File: src/rtl/serial_alu_pkg.sv
// ============================================================================
// serial_alu_pkg : op encodings, FSM states and carry-init helper
// Revision: 1.0
// ============================================================================
`default_nettype none

package serial_alu_pkg;

   localparam logic [2:0] OP_ADD   = 3'b000;
   localparam logic [2:0] OP_SUB   = 3'b001;
   localparam logic [2:0] OP_ADC   = 3'b010;
   localparam logic [2:0] OP_SBB   = 3'b011;
   localparam logic [2:0] OP_XOR   = 3'b100;
   localparam logic [2:0] OP_AND   = 3'b101;
   localparam logic [2:0] OP_OR    = 3'b110;
   localparam logic [2:0] OP_PASSB = 3'b111;

   typedef enum logic [0:0] {
      S_IDLE = 1'b0,
      S_RUN  = 1'b1
   } state_t;

   // SUB starts with carry=1 so that a + ~b + 1 forms two's-complement a - b
   function automatic logic carry_init(input logic [2:0] op, input logic cin);
      logic c;
      c = 1'b0;
      case (op)
         OP_SUB:         c = 1'b1;
         OP_ADC, OP_SBB: c = cin;
         default:        c = 1'b0;
      endcase
      return c;
   endfunction

   function automatic logic is_arith(input logic [2:0] op);
      return ~op[2];
   endfunction

endpackage

`default_nettype wire

File: src/rtl/alu_bit_slice.sv
// ============================================================================
// alu_bit_slice : one-bit combinational ALU datapath
// Revision: 1.0
// ============================================================================
`default_nettype none

module alu_bit_slice
   import serial_alu_pkg::*;
(
   input  logic       a,
   input  logic       b,
   input  logic       cin,
   input  logic [2:0] op,
   output logic       r,
   output logic       cout
);

   logic b_eff;

   always_comb begin
      b_eff = ((op == OP_SUB) || (op == OP_SBB)) ? ~b : b;
      r     = 1'b0;
      cout  = 1'b0;
      case (op)
         OP_ADD, OP_SUB, OP_ADC, OP_SBB: begin
            r    = a ^ b_eff ^ cin;
            cout = (a & b_eff) | (cin & (a ^ b_eff));
         end
         OP_XOR:   r = a ^ b;
         OP_AND:   r = a & b;
         OP_OR:    r = a | b;
         OP_PASSB: r = b;
         default:  r = 1'b0;
      endcase
   end

endmodule

`default_nettype wire

File: src/rtl/serial_alu_n.sv
// ============================================================================
// serial_alu_n : bit-serial LSB-first ALU with carry/zero/negative/overflow
// Revision: 1.0
// ============================================================================
`default_nettype none

module serial_alu_n
   import serial_alu_pkg::*;
#(
   parameter int WIDTH = 8
) (
   input  logic       clk,
   input  logic       rst,
   input  logic       start,
   input  logic [2:0] op,
   input  logic       carry_in,
   input  logic       bit_valid,
   input  logic       a_bit,
   input  logic       b_bit,
   output logic       r_valid,
   output logic       r_bit,
   output logic       busy,
   output logic       done,
   output logic       flag_c,
   output logic       flag_z,
   output logic       flag_n,
   output logic       flag_v
);

   localparam int             CW   = $clog2(WIDTH);
   localparam logic [CW-1:0]  TERM = CW'(WIDTH - 1);

   state_t        state_q, state_d;
   logic [2:0]    op_q, op_d;
   logic [CW-1:0] cnt_q, cnt_d;
   logic          carry_q, carry_d;
   logic          zacc_q, zacc_d;
   logic          r_valid_q, r_valid_d;
   logic          r_bit_q, r_bit_d;
   logic          done_q, done_d;
   logic          flag_c_q, flag_c_d;
   logic          flag_z_q, flag_z_d;
   logic          flag_n_q, flag_n_d;
   logic          flag_v_q, flag_v_d;
   logic          slice_r, slice_cout;

   alu_bit_slice u_slice (
      .a    (a_bit),
      .b    (b_bit),
      .cin  (carry_q),
      .op   (op_q),
      .r    (slice_r),
      .cout (slice_cout)
   );

   always_comb begin
      state_d   = state_q;
      op_d      = op_q;
      cnt_d     = cnt_q;
      carry_d   = carry_q;
      zacc_d    = zacc_q;
      r_valid_d = 1'b0;
      r_bit_d   = r_bit_q;
      done_d    = 1'b0;
      flag_c_d  = flag_c_q;
      flag_z_d  = flag_z_q;
      flag_n_d  = flag_n_q;
      flag_v_d  = flag_v_q;
      case (state_q)
         // bit_valid in IDLE is dropped, including when it arrives with start
         S_IDLE: begin
            if (start) begin
               state_d = S_RUN;
               op_d    = op;
               cnt_d   = '0;
               zacc_d  = 1'b0;
               carry_d = carry_init(op, carry_in);
            end
         end
         S_RUN: begin
            if (bit_valid) begin
               r_valid_d = 1'b1;
               r_bit_d   = slice_r;
               carry_d   = slice_cout;
               zacc_d    = zacc_q | slice_r;
               if (cnt_q == TERM) begin
                  state_d  = S_IDLE;
                  done_d   = 1'b1;
                  flag_c_d = is_arith(op_q) & slice_cout;
                  flag_z_d = ~(zacc_q | slice_r);
                  flag_n_d = slice_r;
                  // carry_q is the carry into the MSB on the terminal bit
                  flag_v_d = is_arith(op_q) & (carry_q ^ slice_cout);
               end else begin
                  cnt_d = cnt_q + CW'(1);
               end
            end
         end
         default: state_d = S_IDLE;
      endcase
   end

   always_ff @(posedge clk or posedge rst) begin
      if (rst) begin
         state_q   <= S_IDLE;
         op_q      <= '0;
         cnt_q     <= '0;
         carry_q   <= 1'b0;
         zacc_q    <= 1'b0;
         r_valid_q <= 1'b0;
         r_bit_q   <= 1'b0;
         done_q    <= 1'b0;
         flag_c_q  <= 1'b0;
         flag_z_q  <= 1'b0;
         flag_n_q  <= 1'b0;
         flag_v_q  <= 1'b0;
      end else begin
         state_q   <= state_d;
         op_q      <= op_d;
         cnt_q     <= cnt_d;
         carry_q   <= carry_d;
         zacc_q    <= zacc_d;
         r_valid_q <= r_valid_d;
         r_bit_q   <= r_bit_d;
         done_q    <= done_d;
         flag_c_q  <= flag_c_d;
         flag_z_q  <= flag_z_d;
         flag_n_q  <= flag_n_d;
         flag_v_q  <= flag_v_d;
      end
   end

   assign r_valid = r_valid_q;
   assign r_bit   = r_bit_q;
   assign busy    = (state_q == S_RUN);
   assign done    = done_q;
   assign flag_c  = flag_c_q;
   assign flag_z  = flag_z_q;
   assign flag_n  = flag_n_q;
   assign flag_v  = flag_v_q;

endmodule

`default_nettype wire

File: config.mk
export PLATFORM = sky130hd
export DESIGN_NAME = serial_alu_n
export DESIGN_NICKNAME = d
export VERILOG_FILES = /design/src/rtl/serial_alu_pkg.sv /design/src/rtl/alu_bit_slice.sv /design/src/rtl/serial_alu_n.sv
export SDC_FILE = /design/constraint.sdc
export NUM_CORES = 1
export LEC_CHECK = 0
export CAP_MARGIN = 20
export CORE_MARGIN = 4
export CORE_UTILIZATION = 48
export CTS_CLUSTER_SIZE = 14
export DETAILED_ROUTE_END_ITERATION = 8
export GPL_TIMING_DRIVEN = 0
export PLACE_DENSITY = 0.73
export SLEW_MARGIN = 20
export SYNTH_ARGS = -nofsm -noshare
export SYNTH_HDL_FRONTEND = slang
export SYNTH_HIERARCHICAL = 1
export SYNTH_SLANG_ARGS = --single-unit
File: constraint.sdc
create_clock -name clk -period 2.6 [get_ports clk]
set_clock_uncertainty 0.2 [all_clocks]
set_input_delay 0.26 -clock clk [delete_from_list [all_inputs] [get_ports clk]]
set_output_delay 0.26 -clock clk [all_outputs]
set_load 0.1 [all_outputs]
; ---- After elaboration in Yosys (flattened, before gate mapping)
; Cells that the tools add are included.
[classes]
reduce_logical = 9
addsub = 1
bitwise_logic = 16
mux = 23
n_eq_ne = 14
[op_table]
columns = op, count
row1 = "3-bit equality test, second input constant", 5
row2 = 1-bit 2-to-1 mux, 14
row3 = "3-bit by 2-bit equality test with 1-bit output, second input constant", 4
row4 = 3-bit 2-to-1 mux, 3
row5 = 1-bit case mux with 2 select lines, 4
row6 = "3-bit by 1-bit equality test with 1-bit output, second input constant", 2
row7 = "2-bit inequality test, second input constant", 3
row8 = 3-bit case mux with 2 select lines, 1
row9 = 2-bit AND reduction, 3
row10 = 3-bit AND reduction, 2
row11 = 1-bit AND, 5
row12 = 1-bit case mux with 5 select lines, 1
row13 = 1-bit NOT, 4
row14 = 4-bit OR reduction, 1
row15 = 1-bit XOR, 4
row16 = "3-bit by 1-bit adder with 3-bit output, second input constant", 1
row17 = 3-bit logical NOT, 1
row18 = 1-bit bitwise OR, 3
row19 = 2-bit OR reduction, 1
row20 = 1-bit logical OR, 1
[word_totals]
word_cells = 75
out_inout_bits = 8
inputBits = 10
regBits = 16

; ---- Logic depth before layout (Yosys ltp)
; Gate-level depths: netlist (run 1).
[logic_depth]
word_depth = 9
mapped_depth = 7

; ---- Modules after synthesis
; Netlist (run 1), hierarchy kept.
[by_module_without_submodules]
columns = mod, seq_area_each_um2, instances, area_per_inst_um2, cells_per_inst
row1 = serial_alu_n, 400.4, 1, 706.9, 57
row2 = alu_bit_slice, 0.0, 1, 116.4, 14

; ---- Worst setup path after synthesis (run 1)
; Ideal clock, no wire load.
[synth_path]
path_type = register to register
from = register op_q[0]
to = register flag_n_q, in the netlist flag_n
setup_slack_ps = 444
path_buffers = 0
stages_incl_launch_ff = 7
required_time_ps = 2275
arrival_ps = 1831
setup_ps = 125
cell_sequence = dfrtp_1 nor2b_1 xnor2_1 fa_1 nor2b_1 a311o_1 mux2_2
[synth_between]
elab_chain_cells = 6
elab_cells_between_ends = 14
classes_between = 7 x eq/ne / 2 x mux / 2 x bitwise / 3 x reduce/logical
[synth_rtl]
columns = element, line
row1 = start: declaration, serial_alu_n.sv:34  ; logic [2:0] op_q, op_d;
row2 = start signal: assignment, serial_alu_n.sv:119  ; op_q <= op_d;
row3 = 3-bit by 1-bit equality test with 1-bit output or 3-bit by 2-bit equality test with 1-bit output (tied branches), "alu_bit_slice.sv:21, alu_bit_slice.sv:24"
row4 = 1-bit logical OR, alu_bit_slice.sv:21  ; b_eff = ((op == OP_SUB) || (op == OP_SBB)) ? ~b : b;
row5 = 1-bit 2-to-1 mux, alu_bit_slice.sv:21
row6 = 1-bit XOR (2 in a row), alu_bit_slice.sv:26  ; r = a ^ b_eff ^ cin;
row7 = 1-bit case mux with 5 select lines *, alu_bit_slice.sv:24  ; case (op)
row8 = named net slice_r, serial_alu_n.sv:45  ; logic slice_r, slice_cout;
row9 = end signal: assignment, serial_alu_n.sv:128  ; flag_n_q <= flag_n_d;
row10 = end: declaration, serial_alu_n.sv:43  ; logic flag_n_q, flag_n_d;
; The timed path passes the listed nets; every way through them passes the cells marked *.
; A chain may end at the register's enable or synchronous reset.

; ---- Final worst setup path (run 1)
[layout_path]
from = register op_q[0]
to = register r_bit_q, in the netlist r_bit
[layout_between]
elab_chain_cells = 6
elab_cells_between_ends = 14
classes_between = 7 x eq/ne / 2 x mux / 2 x bitwise / 3 x reduce/logical
[layout_rtl]
columns = element, line
row1 = 3-bit by 1-bit equality test with 1-bit output or 3-bit by 2-bit equality test with 1-bit output (tied branches), "alu_bit_slice.sv:21, alu_bit_slice.sv:24"
row2 = 1-bit logical OR, alu_bit_slice.sv:21
row3 = 1-bit 2-to-1 mux, alu_bit_slice.sv:21
row4 = 1-bit XOR (2 in a row), alu_bit_slice.sv:26
row5 = 1-bit case mux with 5 select lines *, alu_bit_slice.sv:24
row6 = named net slice_r, serial_alu_n.sv:45
row7 = end signal: assignment, serial_alu_n.sv:124  ; r_bit_q <= r_bit_d;
row8 = end: declaration, serial_alu_n.sv:39  ; logic r_bit_q, r_bit_d;
; Marked as above.

==> results_tabular.tex, run 1 <==
\begin{tabular}{lr}
\hline
Metric & Value \\
\hline
\multicolumn{2}{l}{\textbf{Power}} \\
\quad Leakage power total & $\sim$0.0005 uW \\
\quad Maximum VDD drop & 0.0007904 V \\
\quad Areal power density over the cells & $\sim$1300 mW/mm2 \\
\multicolumn{2}{l}{\textbf{Route}} \\
\quad Remaining routing DRC violations & 0 \\
\quad Wire length per cell & $\sim$14 um \\
\quad Number of antenna-violating nets in the routed design & 0 \\
\quad Via/cell ratio & $\sim$5.3 \\
\quad Final Routed Wirelength & around 1500 um \\
\quad Number of design-rule violations left by the first detailed-router iteration & 4 \\
\quad Total number of vias & approximately 570 \\
\quad Count of TritonRoute iterations in the first routing pass & 4 \\
\multicolumn{2}{l}{\textbf{Floorplanning}} \\
\quad Site Rows & 14 \\
\quad DIE AREA & 0.002442 mm2 \\
\quad Number of ports placed on the die boundary & 18 \\
\quad CORE AREA & between 0.0015 and 0.002 mm2 \\
\quad Die outline height & 49.42 um \\
\quad X dimension of the die & 49.42 um \\
\quad Starting utilization of the core area & between 50\% and 60\% \\
\multicolumn{2}{l}{\textbf{Clock network}} \\
\quad TritonCTS clock tree & yes \\
\quad Clk sinks & 16 \\
\quad Skew-Pair Late Insertion Delay & 0.29 ns \\
\quad Hold bufs inserted after CTS & 0 \\
\quad Level count of the clock H-tree & 1 \\
\quad Total CTS buffers & 3 \\
\quad Clock tree root buffer cell & clkbuf\_4 \\
\quad Buffers inserted by post-CTS timing repair & 0 \\
\quad Number of instances resized during post-cts repair & 0 \\
\quad Clock transition at path regs & approximately 0.10 ns \\
\quad Bufs on Longest Clock Path & 2 \\
\multicolumn{2}{l}{\textbf{Placement}} \\
\quad Number of placed instances with taps included & about 100 \\
\quad Number of buffers added on ports & 17 \\
\quad Half-perimeter wire length after placement & $\sim$1100 um \\
\quad Routability-driven placement congestion ratio & between 0.6 and 0.7 \\
\quad Cell Area, Placed & 0.001013 mm2 \\
\multicolumn{2}{l}{\textbf{STA}} \\
\quad Setup repair after global routing missed its margin & no \\
\quad Worst Tran Pin Value & between 0.9 and 1 ns \\
\quad Final count of negative-setup-slack endpoints & 0 \\
\quad Post-route fraction of the period consumed by the critical path & 89.25\% \\
\quad Crit path time final & 2.320 ns \\
\quad Max Clock Freq & roughly 430 MHz \\
\quad Count of final hold-check violations & 0 \\
\quad Slew HR & between 30\% and 40\% \\
\quad Setup tns final & 0 ns \\
\quad Max-slew violation total from the final report & 0 \\
\multicolumn{2}{l}{\textbf{Cells and area}} \\
\quad Number of inserted filler cells in the final layout & 127 \\
\quad Antenna diode count & 0 \\
\quad Final net count & about 110 \\
\quad Share of cells above drive strength 1 & 16.30\% \\
\quad Area of all placed cells without fillers & $\sim$0.0010 mm2 \\
\quad Final standard cell count with taps included and fillers excluded & around 110 \\
\quad Area grow syn2layout & 27.51\% \\
\multicolumn{2}{l}{\textbf{Yosys}} \\
\quad Mapped Area & slightly above 800 um2 \\
\quad Mean area per synthesized cell & around 12 um2 \\
\quad Synthesized net count & 86 \\
\quad Instance count of the mapped netlist & between 70 and 80 \\
\quad Count of cell types in the netlist & 27 \\
\quad Warnings from Yosys & 6 \\
\quad Number of register bits inferred by synthesis & 16 \\
\quad Seq/Total Area, Yosys & a little under 50\% \\
\multicolumn{2}{l}{\textbf{Global route}} \\
\quad Total global routing overflow & 0 \\
\quad Initial antenna violation count & 0 \\
\quad Largest net degree at the start of global routing & 17 \\
\quad Overall routing resource usage & 13.74\% \\
\quad Number of global-route vias before repair & about 560 \\
\quad Global-route wire length before repair & 2463 um \\
\multicolumn{2}{l}{\textbf{Critical path}} \\
\quad Worst r2r src & op\_q[0]\$\_DFFE\_PP0P\_ \\
\quad Worst Setup Start Kind & flop \\
\quad Worst endpoint data arrival time & $\sim$2.3 ns \\
\quad Data required time of the critical path & about 2.6 ns \\
\quad Crit. End Element & flop \\
\quad Largest fanout on the critical path & 5 \\
\quad Endpoint of the worst register-to-register path & r\_bit\$\_DFFE\_PP0P\_ \\
\quad Slack of the worst reg-to-reg path & 0.28 ns \\
\quad Depth of the worst register-to-register path & 6 \\
\quad Category of the critical setup timing path & reg -> reg \\
\multicolumn{2}{l}{\textbf{Run}} \\
\quad Reported max-cap violation count & 0 \\
\multicolumn{2}{l}{\textbf{Min path}} \\
\quad Worst hold-check path type & in -> async \\
\multicolumn{2}{l}{\textbf{Status}} \\
\quad Outcome & completed \\
\hline
\end{tabular}
[kinds of logic (layout without fill, tap and decap cells)]
group	count (synthesis)	in the layout	synth area share, %
AO/OA/AOI/OAI	12	12	10.64
XOR/XNOR	3	3	3.192
adder cells (fa/ha/maj)	5	5	8.511
buffers and inverters	7	28	4.103
flip-flops	16	16	48.63
multiplexers	9	9	11.85
AND/OR/NAND/NOR	19	19	13.07
[worst max-delay path, cell delays in order (launching register included)]
cell and delay [ns]:
dfrtp_1 0.43, nor2b_1 0.16, xnor2_1 0.21, fa_1 0.44, nor2b_1 0.15, a311o_1 0.35, mux2_2 0.28
[worst max-delay path by stage]
stage,start,to,slack [ns],cells past startpoint
2_1_floorplan,op_q[0]$_DFFE_PP0P_,flag_n$_DFFE_PP0P_,0.44,6
3_3_place_gp,b_bit,flag_n$_DFFE_PP0P_,0.05,7
3_5_place_dp,b_bit,flag_n$_DFFE_PP0P_,0.01,7
4_1_cts,busy$_DFF_PP0_,busy,0.27,1
5_1_grt,busy$_DFF_PP0_,busy,0.20,1
6_report,op_q[0]$_DFFE_PP0P_,r_bit$_DFFE_PP0P_,0.28,6
[layout make-up]
cell class | count | area (um2) | area share [%]
well taps | 16 | 20.02 | 1.907
multi-input cells | 48 | 389.1 | 37.07
inverters | 6 | 22.52 | 2.145
clock buffers | 4 | 36.28 | 3.456
flip-flops and latches | 16 | 400.4 | 38.14
repair buffers | 17 | 170.2 | 16.21
plain buffers | 1 | 11.26 | 1.073
[state kept, by name, indices dropped and copies added (netlist names)]
name / cells
flag_c: 1
r_bit: 1
cnt_q: 3
flag_v: 1
carry_q: 1
flag_n: 1
zacc_q: 1
busy: 1
flag_z: 1
op_q: 3
done: 1
r_valid: 1
[power by group]
group          internal (uW)  switching (uW)  leakage (uW)
clock                   85.3            84.2     0.0000210
sequential               354            83.8      0.000194
combinational            281             497      0.000273
total                    720             665      0.000488
[placed cells by master (no fill, tap or decap), types with 2 or more instances in the layout]
cell / instances
clkbuf_4: 3
nand2_1: 5
nor2b_1: 3
o21ai_0: 2
ha_1: 4
inv_1: 6
mux2_2: 6
nor2_1: 4
mux2i_1: 3
dfrtp_1: 16
xnor2_1: 2
a21oi_1: 2
clkdlybuf4s50_1: 17
o31ai_1: 2
nor3b_1: 2
[synth_stat cells (all sizes together)]
| library cell | instances | area share (%) |
|---|---|---|
| nor2b | 4 | 4.0 |
| a22oi | 1 | 0.91 |
| nor2 | 4 | 1.8 |
| fa | 1 | 2.4 |
| nand2b | 1 | 0.76 |
| o21ai | 2 | 1.2 |
| nand3 | 1 | 0.61 |
| or3 | 1 | 0.76 |
| nor3b | 2 | 1.8 |
| a311o | 1 | 1.2 |
| nand2 | 5 | 2.3 |
| a32o | 1 | 1.2 |
| ha | 4 | 6.1 |
| o22ai | 1 | 0.76 |
| o31ai | 2 | 1.8 |
| a21oi | 2 | 1.2 |
| mux2i | 3 | 3.6 |
| xnor2 | 2 | 2.1 |
| dfrtp | 16 | 49 |
| xor2 | 1 | 1.1 |
| buf | 1 | 1.4 |
| and2b | 1 | 1.1 |
| mux2 | 6 | 8.2 |
| a21o | 1 | 1.1 |
| inv | 6 | 2.7 |
| a22o | 1 | 1.2 |
[layer usage]
layer  up-vias  wire length [um]  GRT usage, %
met5         -                 0             0
met4         0                10         6.912
met3         2                74         6.116
met2        17               644         20.54
met1       261               731         16.63
li1        291                 -             -
[per-stage QoR]
stage | worst slack (ns) | hold slack [ns] | util (%) | total power, uW
floorplan | 0.4436 | -0.02626 | - | 1048
detailed placement | 0.01057 | 0.2686 | 65.01 | 1227
CTS | 0.2676 | 0.1413 | 67.34 | 1399
finish | 0.2796 | 0.1268 | 67.34 | 1386
global route | 0.2010 | 0.1752 | 67.34 | 1469
global placement | 0.04695 | 0.2609 | 65.01 | 1209
(Power assumes the default switching activity.)
==> run 2: changes to the inputs <==
--- a/config.mk
+++ b/config.mk
@@ -5,10 +5,10 @@
 export SDC_FILE = /design/constraint.sdc
 export NUM_CORES = 1
 export LEC_CHECK = 0
+export ABC_CLOCK_PERIOD_IN_PS = 2600
 export CAP_MARGIN = 20
 export CORE_MARGIN = 4
 export CORE_UTILIZATION = 48
-export CTS_CLUSTER_SIZE = 14
 export DETAILED_ROUTE_END_ITERATION = 8
 export GPL_TIMING_DRIVEN = 0
 export PLACE_DENSITY = 0.73
==> results of run 2 <==
The final DEF is identical to that of run 1; final timing and power are the same.
==> run 3: changes to the inputs <==
--- a/config.mk
+++ b/config.mk
@@ -11,7 +11,8 @@
 export CORE_UTILIZATION = 48
 export DETAILED_ROUTE_END_ITERATION = 8
 export GPL_TIMING_DRIVEN = 0
-export PLACE_DENSITY = 0.73
+export HOLD_SLACK_MARGIN = 0.1
+export PLACE_DENSITY = 0.76
 export SLEW_MARGIN = 20
 export SYNTH_ARGS = -nofsm -noshare
 export SYNTH_HDL_FRONTEND = slang
==> run 3 against run 2 <==
Clock power is 4% lower. Largest power group unchanged. Final cell count stayed put. Largest cell class unchanged. Critical path type is now reg -> out. Sequential share of layout area unchanged. First-iteration DRC count grew to 4.5 times the previous value. Critical endpoint is now busy. Register-to-register slack improved by 0.02 ns. Worst setup slack better by 0.011 ns. Sequential power about the same.
==> results_tabular.tex, run 3 (synthesis gave the netlist of run 1 again) <==
\begin{tabular}{lr}
\hline
Metric & Value \\
\hline
\multicolumn{2}{l}{\textbf{Status}} \\
\quad Outcome & completed \\
\multicolumn{2}{l}{\textbf{Clock network}} \\
\quad Total CTS buffers & 3 (unchanged) \\
\quad Clock tree root buffer cell & clkbuf\_4 \\
\quad Buffers inserted by post-CTS timing repair & 0 (unchanged) \\
\quad Number of instances resized during post-cts repair & 0 (unchanged) \\
\quad Skew-Pair Late Insertion Delay & 0.28 ns (about the same) \\
\quad Hold bufs inserted after CTS & 0 (unchanged) \\
\quad TritonCTS clock tree & yes \\
\quad Clock transition at path regs & 0.09 ns (about the same) \\
\quad Bufs on Longest Clock Path & 2 (unchanged) \\
\quad Level count of the clock H-tree & 1 (unchanged) \\
\quad Clk sinks & 16 (unchanged) \\
\multicolumn{2}{l}{\textbf{Cells and area}} \\
\quad Number of inserted filler cells in the final layout & 127 (unchanged) \\
\quad Commonest cells after routing, fill and taps aside & clkdlybuf4s50\_1, dfrtp\_1, inv\_1, mux2\_2, nand2\_1 \\
\quad Most common cell after layout, fill and taps aside & clkdlybuf4s50\_1 \\
\quad Share of cells above drive strength 1 & 16.30\% (unchanged) \\
\quad Final Util & 67.34\% (unchanged) \\
\quad Area grow syn2layout & 27.51\% (unchanged) \\
\quad Largest registers ranked by flip-flop count & cnt\_q (3), op\_q (3) \\
\quad Multi-input gate area & 389.1 um2 (unchanged) \\
\quad Antenna diode count & 0 (unchanged) \\
\quad Combined flip-flop and latch cell area & 400.4 um2 (unchanged) \\
\quad Final net count & 108 (unchanged) \\
\multicolumn{2}{l}{\textbf{Route}} \\
\quad Number of antenna-violating nets in the routed design & 0 (unchanged) \\
\quad Count of TritonRoute iterations in the first routing pass & 4 (unchanged) \\
\quad Total number of vias & 591 (+3.5\%) \\
\quad Number of design-rule violations left by the first detailed-router iteration & 18 (+14) \\
\quad Remaining routing DRC violations & 0 (unchanged) \\
\quad Via/cell ratio & 5.472 (+3.5\%) \\
\quad Wire length per cell & 13.27 um (-1.8\%) \\
\quad Final Routed Wirelength & 1433 um (-1.8\%) \\
\multicolumn{2}{l}{\textbf{Critical path}} \\
\quad Crit path cell chain & clkdlybuf4s50\_1 \\
\quad Depth of the worst register-to-register path & 6 (unchanged) \\
\quad Worst r2r src & op\_q[2]\$\_DFFE\_PP0P\_ \\
\quad Category of the critical setup timing path & reg -> out \\
\quad Slack of the worst reg-to-reg path & 0.30 ns (+0.02 ns) \\
\quad CP Buf/Inv Count & 1 (+1) \\
\quad Largest fanout on the critical path & 4 (-1) \\
\quad Crit. End Element & output pin \\
\quad Cell family with the largest share of critical-path delay & buffers and inverters \\
\quad Master of the slowest instance on the critical path & clkdlybuf4s50\_1 \\
\quad Worst endpoint data arrival time & 1.85 ns (-0.46 ns) \\
\quad Data required time of the critical path & 2.14 ns (-0.45 ns) \\
\quad Worst Setup Start Kind & flop \\
\quad Endpoint of the worst register-to-register path & r\_bit\$\_DFFE\_PP0P\_ \\
\quad CP peak stage delay & 1.15 ns (+0.71 ns) \\
\multicolumn{2}{l}{\textbf{Floorplanning}} \\
\quad DIE AREA & 0.002442 mm2 (unchanged) \\
\quad Starting utilization of the core area & 52.81\% (unchanged) \\
\quad CORE AREA & 0.001559 mm2 (unchanged) \\
\quad Number of ports placed on the die boundary & 18 (unchanged) \\
\quad X dimension of the die & 49.42 um (unchanged) \\
\quad Site Rows & 14 (unchanged) \\
\quad Die outline height & 49.42 um (unchanged) \\
\multicolumn{2}{l}{\textbf{Min path}} \\
\quad Worst hold-check path type & in -> async \\
\multicolumn{2}{l}{\textbf{STA}} \\
\quad Setup repair after global routing missed its margin & no \\
\quad Post-route fraction of the period consumed by the critical path & 88.83\% (-0.42 points) \\
\quad Setup tns final & 0 ns (unchanged) \\
\quad Crit path time final & 2.310 ns (-0.01091 ns) \\
\quad Max-slew violation total from the final report & 0 (unchanged) \\
\quad Count of final hold-check violations & 0 (unchanged) \\
\quad Final count of negative-setup-slack endpoints & 0 (unchanged) \\
\quad Max Clock Freq & 433.0 MHz (+0.47\%) \\
\quad Worst Tran Pin Value & 0.9697 ns (+0.003971 ns) \\
\quad Slew HR & 35.15\% (-0.27 points) \\
\multicolumn{2}{l}{\textbf{Power}} \\
\quad Switching share of total power & 47.78\% (-0.23 points) \\
\quad Maximum VDD drop & 0.0007002 V (-11\%) \\
\quad Int Pwr & 720.3 uW (about the same) \\
\quad Leakage power total & 0.0004878 uW (unchanged) \\
\quad Sequential share of power & 31.8\% (+0.2 points) \\
\quad Reported net switching power & 659.2 uW (-0.94\%) \\
\quad Areal power density over the cells & 1314 mW/mm2 (-0.45\%) \\
\quad Portion of total power attributed to the clock network & 11.9\% (-0.3 points) \\
\quad Combinational power share & 56.4\% (+0.2 points) \\
\multicolumn{2}{l}{\textbf{Global route}} \\
\quad Global-route wire length before repair & 2580 um (+4.8\%) \\
\quad Largest net degree at the start of global routing & 17 (unchanged) \\
\quad Number of global-route vias before repair & 590 (+4.6\%) \\
\quad Total global routing overflow & 0 (unchanged) \\
\quad Overall routing resource usage & 14.05\% (+0.30 points) \\
\quad Initial antenna violation count & 0 (unchanged) \\
\multicolumn{2}{l}{\textbf{Placement}} \\
\quad Half-perimeter wire length after placement & 1140 um (+0.88\%) \\
\quad Number of buffers added on ports & 17 (unchanged) \\
\quad Routability-driven placement congestion ratio & 0.6921 (+1.3\%) \\
\multicolumn{2}{l}{\textbf{Run}} \\
\quad Reported max-cap violation count & 0 (unchanged) \\
\hline
\end{tabular}
-- run 3: cell counts in the layout (fill, tap and decap cells not counted) --
Identical to the previous run, type by type.
-- run 3: worst max path at each step --
stage,from,end,cells after the start
6_report,busy$_DFF_PP0_,busy,1
5_1_grt,op_q[0]$_DFFE_PP0P_,r_bit$_DFFE_PP0P_,6
4_1_cts,busy$_DFF_PP0_,busy,1
3_5_place_dp,b_bit,r_bit$_DFFE_PP0P_,7
3_3_place_gp,b_bit,flag_n$_DFFE_PP0P_,7
2_1_floorplan,op_q[0]$_DFFE_PP0P_,flag_n$_DFFE_PP0P_,6
-- run 3: final cells by class --
| class | instances | area share [%] |
|---|---|---|
| Buffer | 1 | 1.073 |
| Inverter | 6 | 2.145 |
| Tap cell | 16 | 1.907 |
| Multi-Input combinational cell | 48 | 37.07 |
| Sequential cell | 16 | 38.14 |
| Timing Repair Buffer | 17 | 16.21 |
| Clock buffer | 4 | 3.456 |
-- run 3: per-layer routing --
layer  GRT usage (%)  vias up  share of wire (%)
li1                -      290                  -
met3           3.058        4                5.3
met1           18.34      277                 47
met2           21.21       20                 45
met5               0        -                  0
met4           8.295        0                2.4
-- run 3: power groups by stage --
| stage | Sequential (uW) | Clock [uW] | Combinational, uW |
|---|---|---|---|
| 2_1_floorplan | 742 | 0 | 305 |
| 3_3_place_gp | 438 | 0 | 769 |
| 3_5_place_dp | 445 | 0 | 780 |
| 4_1_cts | 440 | 172 | 782 |
| 5_1_grt | 458 | 181 | 833 |
| 6_report | 438 | 164 | 778 |
-- run 3: metrics by stage --
stage                     power, uW  hold slack (ns)  cells  worst slack [ns]  cell area [um2]
after floorplan                1048         -0.02626     71            0.4436            823.3
after global placement         1207           0.2623    104           0.05183             1013
after detailed placement       1225           0.2650    104           0.03180             1013
after CTS                      1394           0.1466    108            0.2639             1050
after global routing           1471           0.1879    108            0.1869             1050
final                          1380           0.1209    108            0.2905             1050
